[src/rtl/three_xnor_logic_pkg.sv]
// Shared definitions for the three-input XNOR leaf cell and its coverage monitor.
// The lane function lives here so the design and any reference model agree on it.
package three_xnor_pkg;

  // Number of distinct {a,b,c} combinations on a single lane.
  localparam int COMBOS = 8;

  function automatic logic xnor3(input logic a, input logic b, input logic c);
    return ~(a ^ b ^ c);
  endfunction

endpackage

[src/rtl/three_xnor_logic_sat_counter.sv]
// Up-counter that holds at all-ones instead of wrapping; synchronous clear,
// asynchronous active-high reset.
module sat_counter #(
  parameter int CNT_W = 16
) (
  input  logic             clk,
  input  logic             reset,
  input  logic             clr,
  input  logic             inc,
  output logic [CNT_W-1:0] count
);

  logic at_max;

  assign at_max = &count;

  always_ff @(posedge clk or posedge reset) begin
    if (reset) begin
      count <= '0;
    end else if (clr) begin
      count <= '0;
    end else if (inc && !at_max) begin
      count <= count + 1'b1;
    end
  end

endmodule

[src/rtl/three_xnor_logic.sv]
// Bitwise three-input XNOR with a registered copy, a saturating count of lane-0
// ones and a sticky map of the lane-0 input combinations seen so far.
module three_xnor_logic
  import three_xnor_pkg::*;
#(
  parameter int WIDTH = 1,
  parameter int CNT_W = 16
) (
  input  logic [WIDTH-1:0]  a,
  input  logic [WIDTH-1:0]  b,
  input  logic [WIDTH-1:0]  c,
  output logic [WIDTH-1:0]  y,
  input  logic              clk,
  input  logic              reset,
  input  logic              clr,
  output logic [WIDTH-1:0]  y_q,
  output logic [CNT_W-1:0]  ones_cnt,
  output logic [COMBOS-1:0] cov_map,
  output logic              cov_full
);

  logic [2:0]        combo;
  logic [COMBOS-1:0] combo_hit;
  logic [COMBOS-1:0] cov_map_next;

  // Purely combinational lanes: independent of clk, reset and clr.
  for (genvar i = 0; i < WIDTH; i++) begin : g_lane
    assign y[i] = xnor3(a[i], b[i], c[i]);
  end

  assign combo        = {a[0], b[0], c[0]};
  assign combo_hit    = COMBOS'(1) << combo;
  assign cov_map_next = cov_map | combo_hit;

  always_ff @(posedge clk or posedge reset) begin
    if (reset) begin
      y_q <= '0;
    end else begin
      y_q <= y;
    end
  end

  // cov_full looks at the next map so it rises on the edge the last bit sets.
  always_ff @(posedge clk or posedge reset) begin
    if (reset) begin
      cov_map  <= '0;
      cov_full <= 1'b0;
    end else if (clr) begin
      cov_map  <= '0;
      cov_full <= 1'b0;
    end else begin
      cov_map  <= cov_map_next;
      cov_full <= &cov_map_next;
    end
  end

  sat_counter #(
    .CNT_W (CNT_W)
  ) u_ones_cnt (
    .clk   (clk),
    .reset (reset),
    .clr   (clr),
    .inc   (y[0]),
    .count (ones_cnt)
  );

endmodule

[config.mk]
export PLATFORM = sky130hd
export DESIGN_NAME = three_xnor_logic
export DESIGN_NICKNAME = d
export VERILOG_FILES = /design/src/rtl/three_xnor_logic_pkg.sv /design/src/rtl/three_xnor_logic_sat_counter.sv /design/src/rtl/three_xnor_logic.sv
export SDC_FILE = /design/constraint.sdc
export NUM_CORES = 1
export LEC_CHECK = 0
export ABC_CLOCK_PERIOD_IN_PS = 1700
export CORE_ASPECT_RATIO = 1.75
export CORE_MARGIN = 10
export CORE_UTILIZATION = 44
export DETAILED_ROUTE_END_ITERATION = 10
export HOLD_SLACK_MARGIN = 0.12
export PLACE_DENSITY_LB_ADDON = 0.12
export SLEW_MARGIN = 20
export SYNTH_ARGS = -nofsm -noshare
export SYNTH_HDL_FRONTEND = slang
export SYNTH_SLANG_ARGS = --single-unit
[constraint.sdc]
create_clock -name clk -period 1.7 [get_ports clk]
set_clock_uncertainty 0.2 [all_clocks]
set_input_delay 0.51 -clock clk [delete_from_list [all_inputs] [get_ports clk]]
set_output_delay 0.51 -clock clk [all_outputs]
set_load 0.02 [all_outputs]
==> reports/metrics.yaml, run 1 <==
io_pins: 33
clock_latency_ps: 280
met3_usage: 0.0515
post-place-ws_ps: -984
cp_num_buf_inv: 2
drv_slew: 0
drt_iter0_drc: 28
area_growth_syn_to_layout_pct: 65.8
grt_pass1_wl_mm: 6.68
max-slew-margin-rel: 0.725
end_kind: "register"
gr-usage-met2: 0.271
max_freq_mhz: 527
die_h_um: 93.0
period_minus_slack_ps: 1900
cts_tree: "built"
ant_nets: 0
worstSetupPathType: "input pin to register"
finalHoldViolations: 0
core_mm2: 0.00293
setup_slack_ps: -197
grt_pass1_vias: 1447
dr.pass1.iters: 4
routed_wl_mm: 4.25
die-area_mm2: 0.00574
fin_cells: 246
nFillCells: 200
rows: 26
cts_sinks: 26
postSynthCellCount: 138
rsz0062_at_grt: "yes"
critPathMaxFanout: 4
whs_ps: 371
path_delay_family: "XOR/XNOR gates"
crit_top_cell: "buf_6"
stdcell_area_mm2: 0.00222
ys_seq_area_frac: 0.485
port_buffers: 32
powerDensity_mw_per_mm2: 629
antenna_found_initial: 0
cap_violations: 0
busiest_layer: "met2"
postSynthAreaPerCell_um2: 9.72
period_share: 1.12
tightestPinTransition_ps: 411
grt_max_degree: 27
synth_fp_nets: 145
synth_area_mm2: 0.00134
clockBufferDepth: 2
setup_viol: 17
hold_buffers: 0
grtUsageTotal: 0.150
synth_cell_type_count: 37
critPathSlowestCell: "xnor3_2"
initial_core_util: 0.458
yosys_warnings: 0
startpoint_type: "input pin"
diodes: 0
violations: "negative setup slack"
ys_ff_latch: 26
use_met1: 0.149
grt-ovfl-total: 0
place_hpwl_mm: 2.93
clkSlewWorstSetupHoldPaths_ps: 80
path_cells: "buf_6, xnor3_2, buf_6, o41ai_4, nor4_1, mux2_1"
die_x_um: 61.7
worst_ep_arrival_time_ps: 1860
drive_above_1_share: 0.459
final_net_count: 226
post-place-cells: 231
wl_per_cell_um: 17.3
cts_root_buf: "clkbuf_8"
required_ps: 1660
status: "finished, violations left"
dr_total_vias: 1436
power.leakage_nw: 1.06
ir_drop_uv: 651
place.gp.congestion: 0.761
drc_errors: 0
htreeDepth: 1
worstHoldPathType: "input pin to asynchronous set/reset pin"
cts_made_buffers: 3
via_per_inst: 5.84
place_area_mm2: 0.00198
cp_slowest_stage_delay_ps: 410
==> Yosys cell counts, drive strengths merged <==
library cell,instances,area share
dfrtp,26,0.49
a21oi,17,0.063
nor2,15,0.042
o21ai,8,0.030
or3,8,0.037
nand3,7,0.034
nand2,6,0.017
nand4,5,0.028
nor2b,5,0.023
o31ai,5,0.028
clkbuf,4,0.011
inv,3,0.0084
or4,3,0.017
a22oi,2,0.011
and3,2,0.010
and4,2,0.013
buf,2,0.012
mux2,2,0.017
mux2i,2,0.015
nor3,2,0.0075
nor4,2,0.0093
a22o,1,0.0065
a31o,1,0.0065
a32oi,1,0.0065
ha,1,0.0093
nand2b,1,0.0047
nor4b,1,0.0065
o41ai,1,0.012
or2,1,0.0047
xnor3,1,0.018
xor2,1,0.0065
==> worst register-to-register path, stage by stage, from the launching register on <==
cell and delay [ps]:
dfrtp_1 390, nand4_1 220, o41ai_4 520, buf_4 230
mux2i_1 180, nor2_1 50
==> flip-flops by register name (all words and copies together) (netlist names) <==
name	count
cov_full	1
u_ones_cnt.count	16
cov_map	8
y_q	1
==> kinds of logic after synthesis <==
family / count (synthesis) / synth area share
simple gates: 60 / 0.254
compound gates: 36 / 0.164
flops: 26 / 0.485
buf+inv: 9 / 0.0317
mux: 4 / 0.0317
xor+xnor: 2 / 0.0243
fa+ha+maj: 1 / 0.00933
==> repair_timing <==
action,in CTS,in global routing
endpoints found under the setup margin,45,38
gates resized for setup,105,42
gates cloned,1,0
buffers inserted,6,5
pin swaps,11,9
==> layout make-up <==
type | instances | area [µm²] | share of cell area
inverters | 3 | 11.3 | 0.00506
clock buffers | 4 | 55.1 | 0.0248
repair buffers | 82 | 697 | 0.313
flip-flops and latches | 26 | 654 | 0.294
multi-input cells | 103 | 771 | 0.347
well taps | 28 | 35.0 | 0.0158
==> where the power goes <==
group	internal, mW	leakage [nW]	total (mW)	switching (mW)
clock	0.208	0.0288	0.407	0.200
sequential	0.642	0.351	0.661	0.0185
combinational	0.168	0.680	0.330	0.162
total	1.02	1.06	1.40	0.381
==> worst paths after layout <==
path	start	to	slack, ps	cells after the start
hold / removal	reset	u_ones_cnt.count[0]	370	3
hold reg to reg	cov_map[0]	cov_map[0]	390	3
min in group clk	cov_map[0]	cov_map[0]	390	3
setup reg to reg	u_ones_cnt.count[14]	u_ones_cnt.count[1]	-190	5
setup / recovery	c	u_ones_cnt.count[13]	-200	6
max in group asynchronous	reset	u_ones_cnt.count[5]	760	3
==> layout by cell type (no fill, tap or decap), types with 2 or more instances in the layout <==
cell / count
buf_4: 40
dfrtp_1: 23
buf_6: 19
nor2_1: 15
a21oi_1: 13
buf_2: 8
or3_1: 7
clkdlybuf4s15_1: 7
nand2_1: 6
o21ai_0: 5
nor2b_1: 5
nand3_1: 5
nand4_1: 4
a21oi_2: 4
clkbuf_8: 4
o31ai_1: 3
clkbuf_2: 3
dfrtp_2: 3
and4_1: 2
nand3_4: 2
mux2_1: 2
or4_4: 2
mux2i_1: 2
a22oi_1: 2
inv_1: 2
o21ai_1: 2
clkdlybuf4s50_1: 2
dlygate4sd2_1: 2
==> routing by layer <==
metal | share of wire | routed length [µm]
met1 | 0.36 | 1520
met2 | 0.55 | 2320
met3 | 0.073 | 310
met4 | 0.025 | 108
met5 | 0 | 0
==> metrics by stage <==
| stage | power [mW] | TNS (ps) | utilization |
|---|---|---|---|
| detailed placement | 0.969 | -15610 | 0.678 |
| CTS | 1.40 | -2010 | 0.736 |
| global placement | 0.961 | -14960 | 0.678 |
| global route | 1.46 | -3420 | 0.759 |
| floorplan | 0.816 | -4570 | - |
| finish | 1.40 | -2220 | 0.759 |
Power figures use the tool's default switching activity.
==> run 2: changes to the inputs <==
--- a/config.mk
+++ b/config.mk
@@ -8,8 +8,9 @@
 export ABC_CLOCK_PERIOD_IN_PS = 1700
 export CORE_ASPECT_RATIO = 1.75
 export CORE_MARGIN = 10
-export CORE_UTILIZATION = 44
+export CORE_UTILIZATION = 45
 export DETAILED_ROUTE_END_ITERATION = 10
+export DONT_BUFFER_PORTS = 1
 export HOLD_SLACK_MARGIN = 0.12
 export PLACE_DENSITY_LB_ADDON = 0.12
 export SLEW_MARGIN = 20
==> reports/metrics.yaml, run 2 (synthesis results as in run 1) <==
p_seq_frac: 0.473  # about the same
tightestPinTransition_ps: 348  # was 411 ps
ir_drop_uv: 565  # was 651 µV
grt_pass1_wl_mm: 6.24  # was 6.68 mm
clockBufferDepth: 2  # unchanged
clkSlewWorstSetupHoldPaths_ps: 90  # was 80 ps
powerDensity_mw_per_mm2: 770  # was 629 mW/mm²
period_share: 1.10  # was 1.12
die_x_um: 61.3  # was 61.7 µm
violations: "negative setup slack"  # unchanged
htreeDepth: 1  # unchanged
dr.pass1.iters: 4  # unchanged
clock_latency_ps: 270  # was 280 ps
rows: 26  # unchanged
drc_errors: 0  # unchanged
grt_max_degree: 27  # unchanged
combPwrFrac: 0.175  # was 0.236
rsz0062_at_grt: "yes"  # unchanged
setup_slack_ps: -168  # was -197 ps
stdcell_area_mm2: 0.00187  # was 0.00222 mm²
final_common_cell: "buf_4"  # unchanged
nFillCells: 256  # was 200
die_h_um: 92.2  # was 93.0 µm
fin_util: 0.647  # was 0.759
power.leakage_nw: 0.845  # was 1.06 nW
ant_nets: 0  # unchanged
reg_top3: "u_ones_cnt.count (16), cov_map (8)"  # unchanged
place.gp.congestion: 0.758  # was 0.761
status: "finished, violations left"  # unchanged
p_int_mw: 1.09  # was 1.02 mW
via_per_inst: 5.99  # was 5.84
port_buffers: 0  # was 32
largest-register: "u_ones_cnt.count"  # unchanged
grtUsageTotal: 0.141  # was 0.150
tns_ps: -1600  # was -2220 ps
die-area_mm2: 0.00565  # was 0.00574 mm²
grt-ovfl-total: 0  # unchanged
required_ps: 1700  # was 1660 ps
place_hpwl_mm: 2.67  # was 2.93 mm
initial_core_util: 0.463  # was 0.458
critPathMaxFanout: 8  # was 4
worstHoldPathType: "input pin to register"  # was input pin to asynchronous set/reset pin
wl_per_cell_um: 18.4  # was 17.3 µm
area_growth_syn_to_layout_pct: 39.6  # was 65.8%
drt_iter0_drc: 27  # was 28
drv_slew: 0  # unchanged
routed_wl_mm: 3.82  # was 4.25 mm
startpoint_type: "input pin"  # unchanged
clkPwrFrac: 0.352  # was 0.291
final_net_count: 188  # was 226
multi_input_area_um2: 724  # was 771 µm²
power_switching_mw: 0.354  # was 0.381 mW
finalHoldViolations: 0  # unchanged
cts_sinks: 26  # unchanged
cap_violations: 0  # unchanged
final_cell_mix: "buf_4 (29), dfrtp_1 (24), nor2_1 (15)"  # was buf_4 (40), dfrtp_1 (23), buf_6 (19)
max-slew-margin-rel: 0.768  # was 0.725
hold_buffers: 8  # was 0
core_mm2: 0.00290  # was 0.00293 mm²
io_pins: 33  # unchanged
dr_total_vias: 1246  # was 1436
worstSetupPathType: "input pin to register"  # unchanged
p_sw_frac: 0.245  # was 0.272
drive_above_1_share: 0.328  # was 0.459
end_kind: "register"  # unchanged
place_area_mm2: 0.00158  # was 0.00198 mm²
seqCellArea_um2: 653  # was 654 µm²
worst_ep_arrival_time_ps: 1860  # about the same
grt_pass1_vias: 1342  # was 1447
antenna_found_initial: 0  # unchanged
largest_register_ffs: 16  # unchanged
setup_viol: 14  # was 17
cts_made_buffers: 3  # unchanged
max_freq_mhz: 535  # was 527 MHz
cts_tree: "built"  # unchanged
period_minus_slack_ps: 1870  # was 1900 ps
cts_root_buf: "clkbuf_8"  # unchanged
diodes: 0  # unchanged
run 2: changes by cell type in the layout (fill, tap and decap cells not counted), sizes merged:
cell           change
buf               -32
clkdlybuf4s50      -2
clkbuf             -4
dlygate4sd2        -2
dlygate4sd3        +8
clkdlybuf4s15      -7
bufinv             +1
run 2: critical path, stage by stage:
cell     delay, ps
xnor3_2        410
buf_6          140
o41ai_4         60
buf_4          160
buf_6          120
or3_1          310
a21oi_1        150
run 2: routing by layer:
layer / vias to the layer above / track usage / routed length [µm]
met5: - / 0 / 0
met4: 0 / 0.0632 / 78
met3: 8 / 0.0483 / 313
met2: 32 / 0.248 / 2110
met1: 605 / 0.140 / 1320
li1: 601 / - / -
run 2: worst paths after layout:
kind                       slack, ps                   to                 from  depth (start not counted)
min reg2reg                      520  u_ones_cnt.count[1]  u_ones_cnt.count[1]                          3
min in group asynchronous        540  u_ones_cnt.count[0]                reset                          3
max                             -170  u_ones_cnt.count[3]                    c                          7
max reg2reg                     -150  u_ones_cnt.count[3]  u_ones_cnt.count[0]                          7
max in group asynchronous        490  u_ones_cnt.count[1]                reset                          3
min                               80  u_ones_cnt.count[5]                  clr                          1
run 2: repair_timing:
item / CTS / global route
cloned: 0 / 1
endpoints found under the setup margin: 17 / 18
buffers inserted: 4 / 1
hold endpoints to repair: 48 / 15
pin swaps: 7 / 4
resized for setup: 11 / 13
run 2: area by class of cell:
cell class | count | share of cell area
multi-input combinational | 103 | 0.387
sequential | 26 | 0.349
clock buffer | 3 | 0.0221
tap | 28 | 0.0187
clock inverter | 1 | 0.0160
inverter | 3 | 0.00602
timing repair buffer | 44 | 0.201
run 2: power by group through the flow:
stage	sequential, mW	clock, mW	combinational, mW
global placement	0.689	0	0.177
CTS	0.681	0.525	0.224
detailed placement	0.689	0	0.183
floorplan	0.705	0	0.111
global route	0.686	0.551	0.271
finish	0.681	0.508	0.252
run 2: per-stage QoR:
| stage | worst slack (ps) | power [mW] | cells | hold slack [ps] |
|---|---|---|---|---|
| 6_report | -168 | 1.44 | 208 | 84.1 |
| 5_1_grt | -223 | 1.51 | 208 | 67.7 |
| 4_1_cts | -147 | 1.43 | 206 | 81.7 |
| 3_5_place_dp | -313 | 0.872 | 190 | 283 |
| 3_3_place_gp | -309 | 0.866 | 190 | 279 |
| 2_1_floorplan | -367 | 0.816 | 138 | 350 |
==> run 3: changes to the inputs <==
--- a/config.mk
+++ b/config.mk
@@ -6,6 +6,7 @@
 export NUM_CORES = 1
 export LEC_CHECK = 0
 export ABC_CLOCK_PERIOD_IN_PS = 1700
+export CAP_MARGIN = 20
 export CORE_ASPECT_RATIO = 1.75
 export CORE_MARGIN = 10
 export CORE_UTILIZATION = 45
@@ -16,4 +17,5 @@
 export SLEW_MARGIN = 20
 export SYNTH_ARGS = -nofsm -noshare
 export SYNTH_HDL_FRONTEND = slang
+export SYNTH_HIERARCHICAL = 1
 export SYNTH_SLANG_ARGS = --single-unit
==> reports/metrics.yaml, run 3 <==
status: "finished, violations left"  # unchanged
violations: "negative setup slack"  # unchanged
period_share: 1.14  # was 1.10
synth.area.top_cells: "dfrtp_1 (45%), nor2_1 (4.5%), a21oi_1 (3.8%)"  # was dfrtp_1 (49%), a21oi_1 (6.3%), nor2_1 (4.2%)
nFillCells: 251  # was 256
cp_slowest_stage_delay_ps: 430  # was 410 ps
rsz0062_at_grt: "yes"  # unchanged
via_per_inst: 5.53  # was 5.99
yosysMostFrequentCell: "dfrtp_1"  # unchanged
clkSlewWorstSetupHoldPaths_ps: 80  # was 90 ps
required_ps: 1710  # was 1700 ps
startpoint_type: "input pin"  # unchanged
stdcell_area_mm2: 0.00210  # was 0.00187 mm²
powerDensity_mw_per_mm2: 584  # was 770 mW/mm²
dr_total_vias: 1299  # was 1246
path_cells: "xor2_4, xnor2_4, nand3_2, or3_4, or4_4, a21oi_2"  # was xnor3_2, buf_6, o41ai_4, buf_4, buf_6, or3_1, a21oi_1
seqCellArea_um2: 651  # was 653 µm²
postSynthAreaPerCell_um2: 9.49  # was 9.72 µm²
clock_latency_ps: 280  # was 270 ps
largest_register_ffs: 16  # unchanged
yosys_warnings: 6  # was 0
ant_nets: 0  # unchanged
clockBufferDepth: 2  # unchanged
cts_made_buffers: 3  # unchanged
tightestPinTransition_ps: 440  # was 348 ps
path_delay_family: "simple AND/OR/NAND/NOR gates"  # was buffers and inverters
dr.pass1.iters: 4  # unchanged
synth_area_mm2: 0.00143  # was 0.00134 mm²
port_buffers: 0  # unchanged
synthArstFlopShare: 1.00  # unchanged
critPathMaxFanout: 11  # was 8
grtUsageTotal: 0.142  # was 0.141
multi_input_area_um2: 925  # was 724 µm²
worst_ep_arrival_time_ps: 1950  # was 1860 ps
place_hpwl_mm: 3.00  # was 2.67 mm
drive_above_1_share: 0.448  # was 0.328
die_h_um: 94.6  # was 92.2 µm
rows: 27  # was 26
synth_flop_cell: "dfrtp_1"  # unchanged
worstHoldPathType: "input pin to register"  # unchanged
synth_top_area_frac: 0.454  # was 0.485
synth_cell_type_count: 45  # was 37
grt-ovfl-total: 0  # unchanged
end_kind: "register"  # unchanged
synth_edf_count: 0  # unchanged
post-place-ws_ps: -630  # was -313 ps
io_pins: 33  # unchanged
place_area_mm2: 0.00173  # was 0.00158 mm²
final_common_cell: "buf_4"  # unchanged
final_net_count: 201  # was 188
initial_core_util: 0.461  # was 0.463
hold_buffers: 7  # was 8
synth_commonest_cells: "dfrtp_1 (26), nor2_1 (17), a21oi_1 (11)"  # was dfrtp_1 (26), a21oi_1 (17), nor2_1 (15)
ys_seq_area_frac: 0.454  # was 0.485
die_x_um: 62.7  # was 61.3 µm
cts_sinks: 26  # unchanged
cts_tree: "built"  # unchanged
cts_root_buf: "clkbuf_8"  # unchanged
synth_fp_nets: 158  # was 145
worstSetupPathType: "input pin to register"  # unchanged
largest-register: "u_ones_cnt/count"  # was u_ones_cnt.count
cap_violations: 0  # unchanged
ys_ff_latch: 26  # unchanged
ir_drop_uv: 604  # was 565 µV
setup_slack_ps: -235  # was -168 ps
max-slew-margin-rel: 0.707  # was 0.768
grt_max_degree: 31  # was 27
yosys.area.top_type: "dfrtp_1"  # unchanged
period_minus_slack_ps: 1930  # was 1870 ps
max_freq_mhz: 517  # was 535 MHz
final_cell_mix: "buf_4 (30), dfrtp_1 (26), nor2_1 (15)"  # was buf_4 (29), dfrtp_1 (24), nor2_1 (15)
grt_pass1_vias: 1404  # was 1342
core_mm2: 0.00311  # was 0.00290 mm²
place.gp.congestion: 0.723  # was 0.758
postSynthCellCount: 151  # was 138
power.leakage_nw: 0.907  # was 0.845 nW
cp_num_buf_inv: 0  # was 3
drt_iter0_drc: 69  # was 27
htreeDepth: 1  # unchanged
finalHoldViolations: 0  # unchanged
routed_wl_mm: 4.18  # was 3.82 mm
critPathSlowestCell: "or4_4"  # was xnor3_2
drv_slew: 0  # unchanged
die-area_mm2: 0.00593  # was 0.00565 mm²
drc_errors: 0  # unchanged
reg_top3: "u_ones_cnt/count (16), cov_map (8)"  # was u_ones_cnt.count (16), cov_map (8)
setup_viol: 13  # was 14
grt_pass1_wl_mm: 6.79  # was 6.24 mm
antenna_found_initial: 0  # unchanged
diodes: 0  # unchanged
area_growth_syn_to_layout_pct: 46.7  # was 39.6%
wl_per_cell_um: 17.8  # was 18.4 µm
[run 3: cell types whose count changed in the layout (fill, tap and decap cells not counted), moves of 3 or more]
cell	before	now
a21oi_1	14	4
and3b_2	0	3
a31oi_1	0	3
o211ai_1	0	3
inv_1	2	9
nand2b_1	1	4
a21oi_2	3	7
mux2_4	0	3
o31ai_1	5	2
nand4_1	4	1
[run 3: final timing paths]
path                                   endpoint  slack [ps]                start  depth (start not counted)
min                        u_ones_cnt/count[12]          80                  clr                          1
min in group asynchronous              cov_full         480                reset                          2
max reg2reg                u_ones_cnt/count[13]        -200  u_ones_cnt/count[0]                          5
max in group asynchronous            cov_map[4]         540                reset                          2
max                        u_ones_cnt/count[13]        -230                    a                          6
min reg2reg                            cov_full         430           cov_map[5]                          2
[run 3: cell families (layout without fill, tap and decap cells)]
family / after synthesis / after routing / synth area share
AND/OR/NAND/NOR: 64 / 64 / 0.259
AO/OA/AOI/OAI: 38 / 38 / 0.178
buffers and inverters: 16 / 57 / 0.0568
adder cells (fa/ha/maj): 1 / 1 / 0.00873
multiplexers: 4 / 4 / 0.0306
XOR/XNOR: 2 / 2 / 0.0122
flip-flops: 26 / 26 / 0.454
[run 3: stage by stage]
stage | total power [mW] | util | hold WS, ps | cells | TNS, ps
floorplan | 0.818 | - | 150 | 151 | -8520
global placement | 0.851 | 0.556 | 200 | 217 | -5470
detailed placement | 0.856 | 0.556 | 205 | 217 | -5900
CTS | 1.24 | 0.648 | 80.2 | 235 | -1460
global route | 1.28 | 0.676 | 65.2 | 235 | -2440
finish | 1.23 | 0.676 | 81.8 | 235 | -1690
[run 3: worst reg2reg max path, stage by stage (launching register included)]
cell     delay (ps)
dfrtp_1         400
buf_4           190
nand3_2          90
or3_4           390
or4_4           430
a21oi_2         130
[run 3: layout make-up]
class	count	area share
Timing Repair Buffer	45	0.189
Clock buffer	3	0.0196
Multi-Input combinational cell	109	0.440
Tap cell	43	0.0256
Sequential cell	26	0.310
Inverter	9	0.0161
[run 3: timing repair]
item,CTS,global route
buffers inserted,8,0
gates resized for setup,24,21
endpoints found under the hold margin,42,10
pin swaps,10,3
setup endpoints to repair,17,16
[run 3: metal layers]
layer | track usage | wire length (µm) | vias to the layer above
met5 | 0 | 0 | -
li1 | - | - | 625
met1 | 0.129 | 1350 | 642
met3 | 0.0427 | 292 | 5
met4 | 0.0618 | 72 | 0
met2 | 0.280 | 2460 | 27
[run 3: where the power goes]
group | switching [mW] | internal [mW] | leakage, nW
combinational | 0.0989 | 0.105 | 0.530
sequential | 0.0344 | 0.640 | 0.356
clock | 0.191 | 0.159 | 0.0216
